### config.mk
export PLATFORM = sky130hd
export DESIGN_NAME = config_loader_flat
export DESIGN_NICKNAME = d
export VERILOG_FILES = /design/src/rtl/config_loader_if.sv /design/src/rtl/config_loader.sv /design/src/flat_wrapper.sv
export SDC_FILE = /design/constraint.sdc
export NUM_CORES = 1
export LEC_CHECK = 0
export ABC_CLOCK_PERIOD_IN_PS = 3100
export BUFFER_PORTS_ARGS = -buffer_cell sky130_fd_sc_hd__buf_2
export CAP_MARGIN = 5
export CELL_PAD_IN_SITES_DETAIL_PLACEMENT = 0
export CELL_PAD_IN_SITES_GLOBAL_PLACEMENT = 1
export CORE_ASPECT_RATIO = 1.1
export CORE_MARGIN = 5
export CORE_UTILIZATION = 30
export DETAILED_ROUTE_END_ITERATION = 10
export PLACE_DENSITY_LB_ADDON = 0.1
export SLEW_MARGIN = 20
export SYNTH_ARGS = -nofsm -noshare
export SYNTH_HDL_FRONTEND = slang
export SYNTH_SLANG_ARGS = --single-unit
export TNS_END_PERCENT = 20
### constraint.sdc
create_clock -name clock -period 3.1 [get_ports clock]
set_clock_uncertainty 0.1 [all_clocks]
set_input_delay 0.62 -clock clock [delete_from_list [all_inputs] [get_ports clock]]
set_output_delay 0.62 -clock clock [all_outputs]
set_load 0.02 [all_outputs]
### src/rtl/config_loader_if.sv
// Bus bundle between the configuration bitstream source and config_loader.
// The slave modport is the loader side; the master modport is the bitstream driver side.
interface config_loader_if #(
    parameter int N_TILES  = 4,
    parameter int N_SWITCH = 4
);
    logic                    cfg_data;
    logic                    cfg_valid;
    logic [33*N_TILES-1:0]   tile_cfg;
    logic [16*N_SWITCH-1:0]  sb_cfg;
    logic                    cfg_busy;
    logic                    cfg_done;
    logic                    cfg_error;
    logic [7:0]              err_count;

    modport slave (
        input  cfg_data, cfg_valid,
        output tile_cfg, sb_cfg, cfg_busy, cfg_done, cfg_error, err_count
    );

    modport master (
        output cfg_data, cfg_valid,
        input  tile_cfg, sb_cfg, cfg_busy, cfg_done, cfg_error, err_count
    );
endinterface

### src/rtl/config_loader.sv
// Serial configuration loader: framed bitstream -> tile LUT words and switch-box crossbar words.
// Optional feature macro: CFG_PARITY_EN adds a checked even-parity bit after every payload.
module config_loader #(
    parameter int N_TILES  = 4,
    parameter int N_SWITCH = 4
) (
    input  logic          clock,
    input  logic          reset_n,
    config_loader_if.slave cfg
);
    typedef enum logic [2:0] {
        S_HUNT,
        S_HDR,
        S_PAY,
        S_PAR,
        S_COMMIT
    } state_t;

`ifdef CFG_PARITY_EN
    localparam state_t S_AFTER_PAY = S_PAR;
`else
    localparam state_t S_AFTER_PAY = S_COMMIT;
`endif

    localparam logic [4:0] NT5 = 5'(N_TILES);
    localparam logic [4:0] NS5 = 5'(N_SWITCH);

    state_t r_state, w_state_nx;

    logic [7:0]              r_win;
    logic [4:0]              r_hdr;
    logic [5:0]              r_cnt;
    logic [32:0]             r_shadow;
    logic                    r_bad;
    logic                    r_par;
    logic [33*N_TILES-1:0]   r_tile_cfg;
    logic [16*N_SWITCH-1:0]  r_sb_cfg;
    logic                    r_busy;
    logic                    r_done;
    logic                    r_error;
    logic [7:0]              r_err_cnt;

    logic       w_acc;
    logic       w_bit;
    logic [7:0] w_win_nx;
    logic [4:0] w_hdr_nx;
    logic       w_hdr_last;
    logic       w_pay_last;
    logic       w_is_end;
    logic       w_oor;

    assign w_acc      = cfg.cfg_valid;
    assign w_bit      = cfg.cfg_data;
    assign w_win_nx   = {r_win[6:0], w_bit};
    assign w_hdr_nx   = {r_hdr[3:0], w_bit};
    assign w_hdr_last = (r_cnt == 6'd4);
    assign w_pay_last = r_hdr[4] ? (r_cnt == 6'd15) : (r_cnt == 6'd32);
    assign w_is_end   = (w_hdr_nx == 5'b11111);
    // END is decoded before the range check, so a switch index of 15 never counts as out of range.
    assign w_oor      = w_hdr_nx[4] ? ({1'b0, w_hdr_nx[3:0]} >= NS5)
                                    : ({1'b0, w_hdr_nx[3:0]} >= NT5);

    always_ff @(posedge clock or negedge reset_n) begin
        if (!reset_n) r_state <= S_HUNT;
        else          r_state <= w_state_nx;
    end

    always_comb begin
        w_state_nx = r_state;
        case (r_state)
            S_HUNT:   if (w_acc && (w_win_nx == 8'hA5)) w_state_nx = S_HDR;
            S_HDR:    if (w_acc && w_hdr_last) w_state_nx = w_is_end ? S_HUNT : S_PAY;
            S_PAY:    if (w_acc && w_pay_last) w_state_nx = S_AFTER_PAY;
            S_PAR:    if (w_acc) w_state_nx = S_COMMIT;
            S_COMMIT: w_state_nx = S_HUNT;
            default:  w_state_nx = S_HUNT;
        endcase
    end

    always_ff @(posedge clock or negedge reset_n) begin
        if (!reset_n) begin
            r_win      <= '0;
            r_hdr      <= '0;
            r_cnt      <= '0;
            r_shadow   <= '0;
            r_bad      <= 1'b0;
            r_par      <= 1'b0;
            r_tile_cfg <= '0;
            r_sb_cfg   <= '0;
            r_busy     <= 1'b0;
            r_done     <= 1'b0;
            r_error    <= 1'b0;
            r_err_cnt  <= '0;
        end else begin
            r_error <= 1'b0;
            case (r_state)
                S_HUNT: begin
                    if (w_acc) begin
                        if (w_win_nx == 8'hA5) begin
                            r_win    <= '0;
                            r_busy   <= 1'b1;
                            r_done   <= 1'b0;
                            r_cnt    <= '0;
                            r_hdr    <= '0;
                            r_shadow <= '0;
                            r_bad    <= 1'b0;
                        end else begin
                            r_win <= w_win_nx;
                        end
                    end
                end
                S_HDR: begin
                    if (w_acc) begin
                        r_hdr <= w_hdr_nx;
                        r_cnt <= r_cnt + 6'd1;
                        if (w_hdr_last) begin
                            r_cnt <= '0;
                            r_par <= ^w_hdr_nx;
                            r_bad <= w_oor;
                            if (w_is_end) begin
                                r_done <= 1'b1;
                                r_busy <= 1'b0;
                            end
                        end
                    end
                end
                S_PAY: begin
                    // Payload arrives LSB first, so the bit counter is also the bit position.
                    if (w_acc) begin
                        r_shadow[r_cnt] <= w_bit;
                        r_par           <= r_par ^ w_bit;
                        r_cnt           <= r_cnt + 6'd1;
                    end
                end
                S_PAR: begin
                    if (w_acc && (r_par != w_bit)) r_bad <= 1'b1;
                end
                S_COMMIT: begin
                    r_busy <= 1'b0;
                    r_win  <= '0;
                    if (r_bad) begin
                        r_error <= 1'b1;
                        if (r_err_cnt != 8'hFF) r_err_cnt <= r_err_cnt + 8'd1;
                    end else begin
                        for (int i = 0; i < N_TILES; i++)
                            if (!r_hdr[4] && (r_hdr[3:0] == 4'(i)))
                                r_tile_cfg[33*i +: 33] <= r_shadow;
                        for (int j = 0; j < N_SWITCH; j++)
                            if (r_hdr[4] && (r_hdr[3:0] == 4'(j)))
                                r_sb_cfg[16*j +: 16] <= r_shadow[15:0];
                    end
                end
                default: ;
            endcase
        end
    end

    assign cfg.tile_cfg  = r_tile_cfg;
    assign cfg.sb_cfg    = r_sb_cfg;
    assign cfg.cfg_busy  = r_busy;
    assign cfg.cfg_done  = r_done;
    assign cfg.cfg_error = r_error;
    assign cfg.err_count = r_err_cnt;
endmodule
### src/flat_wrapper.sv
// flat-port wrapper written by rule: the top's interface ports become plain ports
module config_loader_flat 
#(
    parameter int N_TILES  = 4,
    parameter int N_SWITCH = 4
)
  (clock, reset_n, cfg_cfg_data, cfg_cfg_valid, cfg_tile_cfg, cfg_sb_cfg, cfg_cfg_busy, cfg_cfg_done, cfg_cfg_error, cfg_err_count);
  config_loader_if #(.N_TILES(N_TILES), .N_SWITCH(N_SWITCH)) cfg_i ();
  input  logic clock;
  input  logic reset_n;
  input wire logic [$bits(cfg_i.cfg_data)-1:0] cfg_cfg_data;
  input wire logic [$bits(cfg_i.cfg_valid)-1:0] cfg_cfg_valid;
  output wire logic [$bits(cfg_i.tile_cfg)-1:0] cfg_tile_cfg;
  output wire logic [$bits(cfg_i.sb_cfg)-1:0] cfg_sb_cfg;
  output wire logic [$bits(cfg_i.cfg_busy)-1:0] cfg_cfg_busy;
  output wire logic [$bits(cfg_i.cfg_done)-1:0] cfg_cfg_done;
  output wire logic [$bits(cfg_i.cfg_error)-1:0] cfg_cfg_error;
  output wire logic [$bits(cfg_i.err_count)-1:0] cfg_err_count;
  assign cfg_i.cfg_data = cfg_cfg_data;
  assign cfg_i.cfg_valid = cfg_cfg_valid;
  assign cfg_tile_cfg = cfg_i.tile_cfg;
  assign cfg_sb_cfg = cfg_i.sb_cfg;
  assign cfg_cfg_busy = cfg_i.cfg_busy;
  assign cfg_cfg_done = cfg_i.cfg_done;
  assign cfg_cfg_error = cfg_i.cfg_error;
  assign cfg_err_count = cfg_i.err_count;
  config_loader #(.N_TILES(N_TILES), .N_SWITCH(N_SWITCH)) u_core (.clock(clock), .reset_n(reset_n), .cfg(cfg_i));
endmodule
==> metrics.md, run 1 <==
| Metric | Value |
|---|---|
| Reg power frac | 41.6% |
| Max IR drop VDD | 0.000478 V |
| Critical path's slowest cell | or4_2 |
| HPWL Detailed | 21.8 mm |
| DRC viols | 0 |
| DIE AREA | 41100 µm² |
| Crit path capture | u_core.cfg.tile_cfg[84]$_DFFE_PN0P_ |
| Max-cap violations | 0 |
| GP Congestion | 0.751 |
| Crit path DAT | 2.85 ns |
| Clock power share | 27.6% |
| Reg2reg end | u_core.cfg.tile_cfg[84]$_DFFE_PN0P_ |
| Crit Path Max Fanout | 20 |
| Post-synthesis register bit count | 263 |
| Iter 0 DRT Violations | 285 |
| PD cells | 977 nW/µm² |
| Largest net degree at the start of global routing | 76 |
| Average size of a mapped cell | 13.6 µm² |
| Largest stage delay, worst path | 0.60 ns |
| Setup TNS | 0 ns |
| Tcrit/Tclk final | 81.0% |
| Distinct cells, synth | 58 |
| Cell taking the most area after synthesis | dfrtp_1 |
| Root Buffer | clkbuf_16 |
| Rows | 74 |
| Relative slew slack | 37.5% |
| First-pass DRT Iterations | 5 |
| Hold WC Path Type | in -> reg |
| Fin. Hold Viols | 0 |
| Max-slew violations | 0 |
| Clk slew on worst S/H paths | 0.06 ns |
| Vias per cell | 4.75 |
| Status | completed |
| Ys flop type | dfrtp_1 |
| NumNets Final | 1039 |
| Post-route ant nets | 0 |
| WL final | 32.2 mm |
| Worst slew pin tran | 0.935 ns |
| GRT overflow | 0 |
| Area contributors post-synth | dfrtp_1, mux2_2, mux2_4 |
| Crit path from | u_core.r_state[1]$_DFFE_PN0P_ |
| CTS Sinks | 263 |
| Gates resized, CTS repair | 0 |
| Setup-failing EPs final | 0 |
| Routed len/inst | 20.8 µm |
| # placed instances | 1490 |
| Sequential fraction of the synthesis area | 59.0% |
| Switch share | 36.9% |
| FFs w/ async S/R, synth | 100% |
| Logic pwr share | 30.8% |
| Number of global-route vias before repair | 7741 |
| Startpoint type of the worst setup path | register |
| Pre-CTS WS | 0.609 ns |
| Finished Layout Cells | 1546 |
| Power Total | 0.0135 W |
| Critical path, cell by cell | nor2_4, nand3_2, or4_2, buf_4, mux2_4 |
| Initial Util | 30.2% |
| WP data required | 3.44 ns |
| IO Pins | 211 |
| First-pass GRT wire length | 49.8 mm |
| Skew-Pair Late Insertion Delay | 0.56 ns |
| H-tree depth | 1 |
| CTS tree | done |
| EDFF count, synth | 0 |
| Yosys warns | 0 |
| Total GRT Usage | 15.4% |
| Worst hold margin | 0.366 ns |
| Longest Clk Path Bufs | 3 |
| Synth Cell Area | 11100 µm² |
| Area Overhead vs Synth | 23.7% |
| Int Power | 0.00850 W |
| # diodes | 0 |
| P_sw | 0.00497 W |
| R2R Path Start | u_core.r_state[1]$_DFFE_PN0P_ |
| Core area | 36900 µm² |
| R2R setup slack | 0.59 ns |
| RSZ-0062 raised after global routing | false |
| Final min period | 2.51 ns |
| Area share of the largest cell type after synthesis | 59.0% |
| Syn_nets | 832 |
| CP endpoint kind | register |
| Post-layout worst setup margin | 0.589 ns |
| Port Buffers | 210 |
| Top cells by count, synth | dfrtp_1, mux2_2, nand2_1, inv_1, a21oi_1 |
| Count leader, synth | dfrtp_1 |
| CTS Buf Count | 30 |
| Crit path kind | reg -> reg |
| Die Wd | 194 µm |
| Worst Reg2Reg Path Length in Cells | 5 |
| Leak | 7.20 nW |
| Cells after Synth | 822 |
| Chip height | 212 µm |
| Share of cells above drive strength 1 | 47.1% |
| Depth of the worst hold-timing path | 3 |
| FMAX | 398 MHz |
| DR vias | 7346 |
| Initial antenna violation count | 0 |
## stage by stage
| stage | utilization [%] | area [µm²] |
|---|---|---|
| 3_3_place_gp | 34.5 | 12700 |
| 2_1_floorplan | - | 11100 |
| 6_report | 37.3 | 13800 |
| 4_1_cts | 37.3 | 13800 |
| 3_5_place_dp | 34.5 | 12700 |
| 5_1_grt | 37.3 | 13800 |
## power by group through the flow
| stage | Sequential, W | Clock, W | Combinational (W) |
|---|---|---|---|
| 2_1_floorplan | 0.00595 | 0 | 0.00217 |
| 3_3_place_gp | 0.00570 | 0 | 0.00418 |
| 3_5_place_dp | 0.00571 | 0 | 0.00421 |
| 4_1_cts | 0.00566 | 0.00386 | 0.00422 |
| 5_1_grt | 0.00581 | 0.00401 | 0.00451 |
| 6_report | 0.00560 | 0.00372 | 0.00415 |
## routing by layer
layer,track usage (%),part of all wire (%),vias to the layer above
met4,3.81,1.9,0
li1,-,-,3371
met5,0,0,-
met3,2.82,4.6,38
met2,24.8,46,201
met1,21.7,47,3736
## critical path: cells and delay by family, from the launching register on
family,cells,cell delay [ns]
muxes,1,0.34
and+or+nand+nor,3,1.07
DFF,1,0.58
buffers and inverters,1,0.28
## worst min path at each step
| stage | start | to | slack, ns |
|---|---|---|---|
| after floorplan | reset_n | u_core.cfg.cfg_busy$_DFFE_PN0P_ | 0.22 |
| after global placement | u_core.cfg.cfg_done$_DFFE_PN0P_ | u_core.cfg.cfg_done$_DFFE_PN0P_ | 0.38 |
| after detailed placement | u_core.r_win[6]$_DFFE_PN0P_ | u_core.r_win[6]$_DFFE_PN0P_ | 0.38 |
| after CTS | cfg_cfg_valid | u_core.r_state[0]$_DFFE_PN0P_ | 0.34 |
| after global routing | cfg_cfg_valid | u_core.r_state[0]$_DFFE_PN0P_ | 0.37 |
| final | cfg_cfg_valid | u_core.r_state[0]$_DFFE_PN0P_ | 0.37 |
## cell families after synthesis
family,after synthesis,share of synthesized area (%)
flip-flops,263,59.0
adder cells (fa/ha/maj),6,0.673
XOR/XNOR,11,0.864
AO/OA/AOI/OAI,111,7.22
AND/OR/NAND/NOR,132,6.86
buffers and inverters,99,4.16
multiplexers,200,21.2
## layout make-up
type	count	area (µm²)
Clock buffer	44	875
Clock inverter	11	163
Fill cell	3681	23200
Inverter	39	146
Multi-Input combinational cell	460	4120
Sequential cell	263	6580
Tap cell	494	618
Timing Repair Buffer	235	1290
## layout by cell type (no fill, tap or decap), types with 8 or more instances in the layout
| cell type | count |
|---|---|
| o221ai_1 | 31 |
| dfrtp_1 | 263 |
| buf_2 | 209 |
| nor2_1 | 16 |
| mux2_2 | 168 |
| a21oi_1 | 37 |
| mux2_4 | 30 |
| buf_4 | 21 |
| nand3_1 | 15 |
| inv_1 | 39 |
| a22o_1 | 10 |
| clkbuf_1 | 8 |
| clkbuf_16 | 31 |
| nand2_1 | 41 |
## timing repair
| item | in CTS | in global routing |
|---|---|---|
| endpoints found under the hold margin | 47 | 0 |
| buffers inserted | 0 | 0 |
| hold buffers | 1 | 0 |
## sequential cells by signal, indices dropped and copies added, names as in the netlist
name	cells
u_core.r_bad	1
u_core.r_cnt	6
u_core.cfg.cfg_busy	1
u_core.cfg.cfg_error	1
u_core.r_state	3
u_core.cfg.sb_cfg	64
u_core.r_win	7
u_core.cfg.tile_cfg	132
u_core.r_hdr	5
u_core.r_shadow	33
u_core.r_par	1
u_core.cfg.cfg_done	1
u_core.cfg.err_count	8
Note: power is estimated with default switching activity, not from simulation.
==> inputs of run 2 (changes only) <==
ABC_CLOCK_PERIOD_IN_PS = 2200   (was 3100)
clock period = 2.2 ns   (was 3.1 ns; I/O delays follow)
==> run 2 against run 1 <==
Against the previous run: final area rose by 2.4%; core utilization increased by 0.89 points; via count is 1.9% higher; worst hold slack worse by 0.26 ns; cell count grew 2.3%; register-to-register slack worse by 0.49 ns; die area unchanged; critical endpoint is now u_core.cfg.tile_cfg[77]$_DFFE_PN0P_; global-route usage is 0.28 points lower; non-clock buffer count is 35 higher; first-iteration DRC count up 37%; sequential share of layout area decreased by 1.1 points; highest routed layer unchanged.
==> metrics.md, run 2 (synthesized netlist as in run 1, its figures left out) <==
| Metric | Value |
|---|---|
| Status | completed |
| Crit path DAT | 2.44 ns |
| Relative slew slack | 63.6% |
| CTS Buf Count | 31 |
| Max IR drop VDD | 0.000603 V |
| CTS tree | done |
| Largest stage delay, worst path | 0.61 ns |
| Rows | 74 |
| CP endpoint kind | register |
| Area Overhead vs Synth | 26.7% |
| Critical path's slowest cell | or4_2 |
| Setup TNS | 0 ns |
| Register Area | 6580 µm² |
| Fillers | 3636 |
| Critical path, cell by cell | nor3_2, nand3_2, or4_2, buf_4, mux2_4 |
| Total GRT Usage | 15.1% |
| HPWL Detailed | 22.1 mm |
| DIE AREA | 41100 µm² |
| Worst slew pin tran | 0.544 ns |
| Clk slew on worst S/H paths | 0.06 ns |
| Leading cell types in the layout, fill and taps excluded | dfrtp_1, buf_2, mux2_2 |
| Final Core Density | 38.2% |
| WP data required | 2.54 ns |
| RSZ-0062 raised after global routing | false |
| Largest net degree at the start of global routing | 54 |
| PD cells | 1350 nW/µm² |
| # diodes | 0 |
| Share of cells above drive strength 1 | 49.1% |
| First-pass DRT Iterations | 5 |
| Max-slew violations | 0 |
| Iter 0 DRT Violations | 390 |
| Chip height | 212 µm |
| Final Cell Area | 14100 µm² |
| DR vias | 7486 |
| GP Congestion | 0.719 |
| Initial Util | 30.2% |
| Leak | 7.40 nW |
| NumNets Final | 1075 |
| Post-route ant nets | 0 |
| Gates resized, CTS repair | 0 |
| Vias per cell | 4.73 |
| Crit Path Max Fanout | 13 |
| WL final | 31.9 mm |
| Worst Reg2Reg Path Length in Cells | 5 |
| Post-layout worst setup margin | 0.0980 ns |
| Port Buffers | 210 |
| Finished Layout Cells | 1582 |
| Multi-input logic area | 4120 µm² |
| Depth of the worst hold-timing path | 2 |
| GRT overflow | 0 |
| Startpoint type of the worst setup path | register |
| First-pass GRT wire length | 49.3 mm |
| IO Pins | 211 |
| FMAX | 476 MHz |
| Crit path kind | reg -> reg |
| Fin. Hold Viols | 0 |
| Number of global-route vias before repair | 7692 |
| DRC viols | 0 |
| Skew-Pair Late Insertion Delay | 0.56 ns |
| Hold WC Path Type | in -> reg |
| # placed instances | 1523 |
| Initial antenna violation count | 0 |
| Setup-failing EPs final | 0 |
| Commonest non-fill, non-tap cell in the layout | dfrtp_1 |
| Largest register FFs | 132 |
| Max-cap violations | 0 |
| Routed len/inst | 20.2 µm |
| Longest Clk Path Bufs | 3 |
| Die Wd | 194 µm |
| Tcrit/Tclk final | 95.5% |
| DP Area | 13100 µm² |
| Pre-CTS WS | 0.110 ns |
| CTS Sinks | 263 |
| Core area | 36900 µm² |
| Root Buffer | clkbuf_16 |
| Final min period | 2.10 ns |
| H-tree depth | 1 |
==> run 2: final cells by class <==
type	instances	area share, %
clock inverter	11	0.762
tap	494	4.38
timing repair buffer	270	11.6
clock buffer	45	6.43
sequential	263	46.6
multi-input combinational	460	29.2
inverter	39	1.04
==> run 2: worst paths after layout <==
| path | from | end | slack [ns] |
|---|---|---|---|
| max | u_core.r_hdr[2]$_DFFE_PN0P_ | u_core.cfg.tile_cfg[77]$_DFFE_PN0P_ | 0.1 |
| min | cfg_cfg_data | u_core.r_hdr[0]$_DFFE_PN0P_ | 0.11 |
| max reg2reg | u_core.r_hdr[2]$_DFFE_PN0P_ | u_core.cfg.tile_cfg[77]$_DFFE_PN0P_ | 0.1 |
| min reg2reg | u_core.r_state[2]$_DFFE_PN0P_ | u_core.r_state[2]$_DFFE_PN0P_ | 0.39 |
| max in group asynchronous | reset_n | u_core.cfg.sb_cfg[52]$_DFFE_PN0P_ | 1.05 |
| min in group asynchronous | reset_n | u_core.cfg.tile_cfg[58]$_DFFE_PN0P_ | 0.29 |
==> run 2: what timing repair did <==
action / 4_1_cts / 5_1_grt
setup buffers: 0 / 2
hold endpoints to repair: 36 / 0
endpoints found under the setup margin: 0 / 8
hold buffers: 1 / 0
==> run 2: where the power goes <==
part	switching (W)	internal (W)	leakage [nW]
clock network	0.00201	0.00307	0.506
logic	0.00348	0.00270	3.44
registers	0.00149	0.00629	3.46
==> run 2: worst max-delay path: cells and delay by family (launching register included) <==
family                 cells  cell delay [ns]
buffers and inverters      1             0.25
DFF                        1             0.38
muxes                      1             0.31
and+or+nand+nor            3             0.94
==> run 2: per-stage QoR <==
step	hold WS (ns)	total power [W]
2_1_floorplan	0.0444	0.0114
3_3_place_gp	0.286	0.0142
3_5_place_dp	0.295	0.0142
4_1_cts	0.0945	0.0195
5_1_grt	0.112	0.0202
6_report	0.111	0.0190
==> run 2: per-layer routing <==
metal	part of all wire (%)	up-vias	global-route usage, %
li1	-	3438	-
met1	46	3828	20.9
met2	48	184	24.8
met3	4.6	36	2.71
met4	1.8	0	3.83
met5	0	-	0
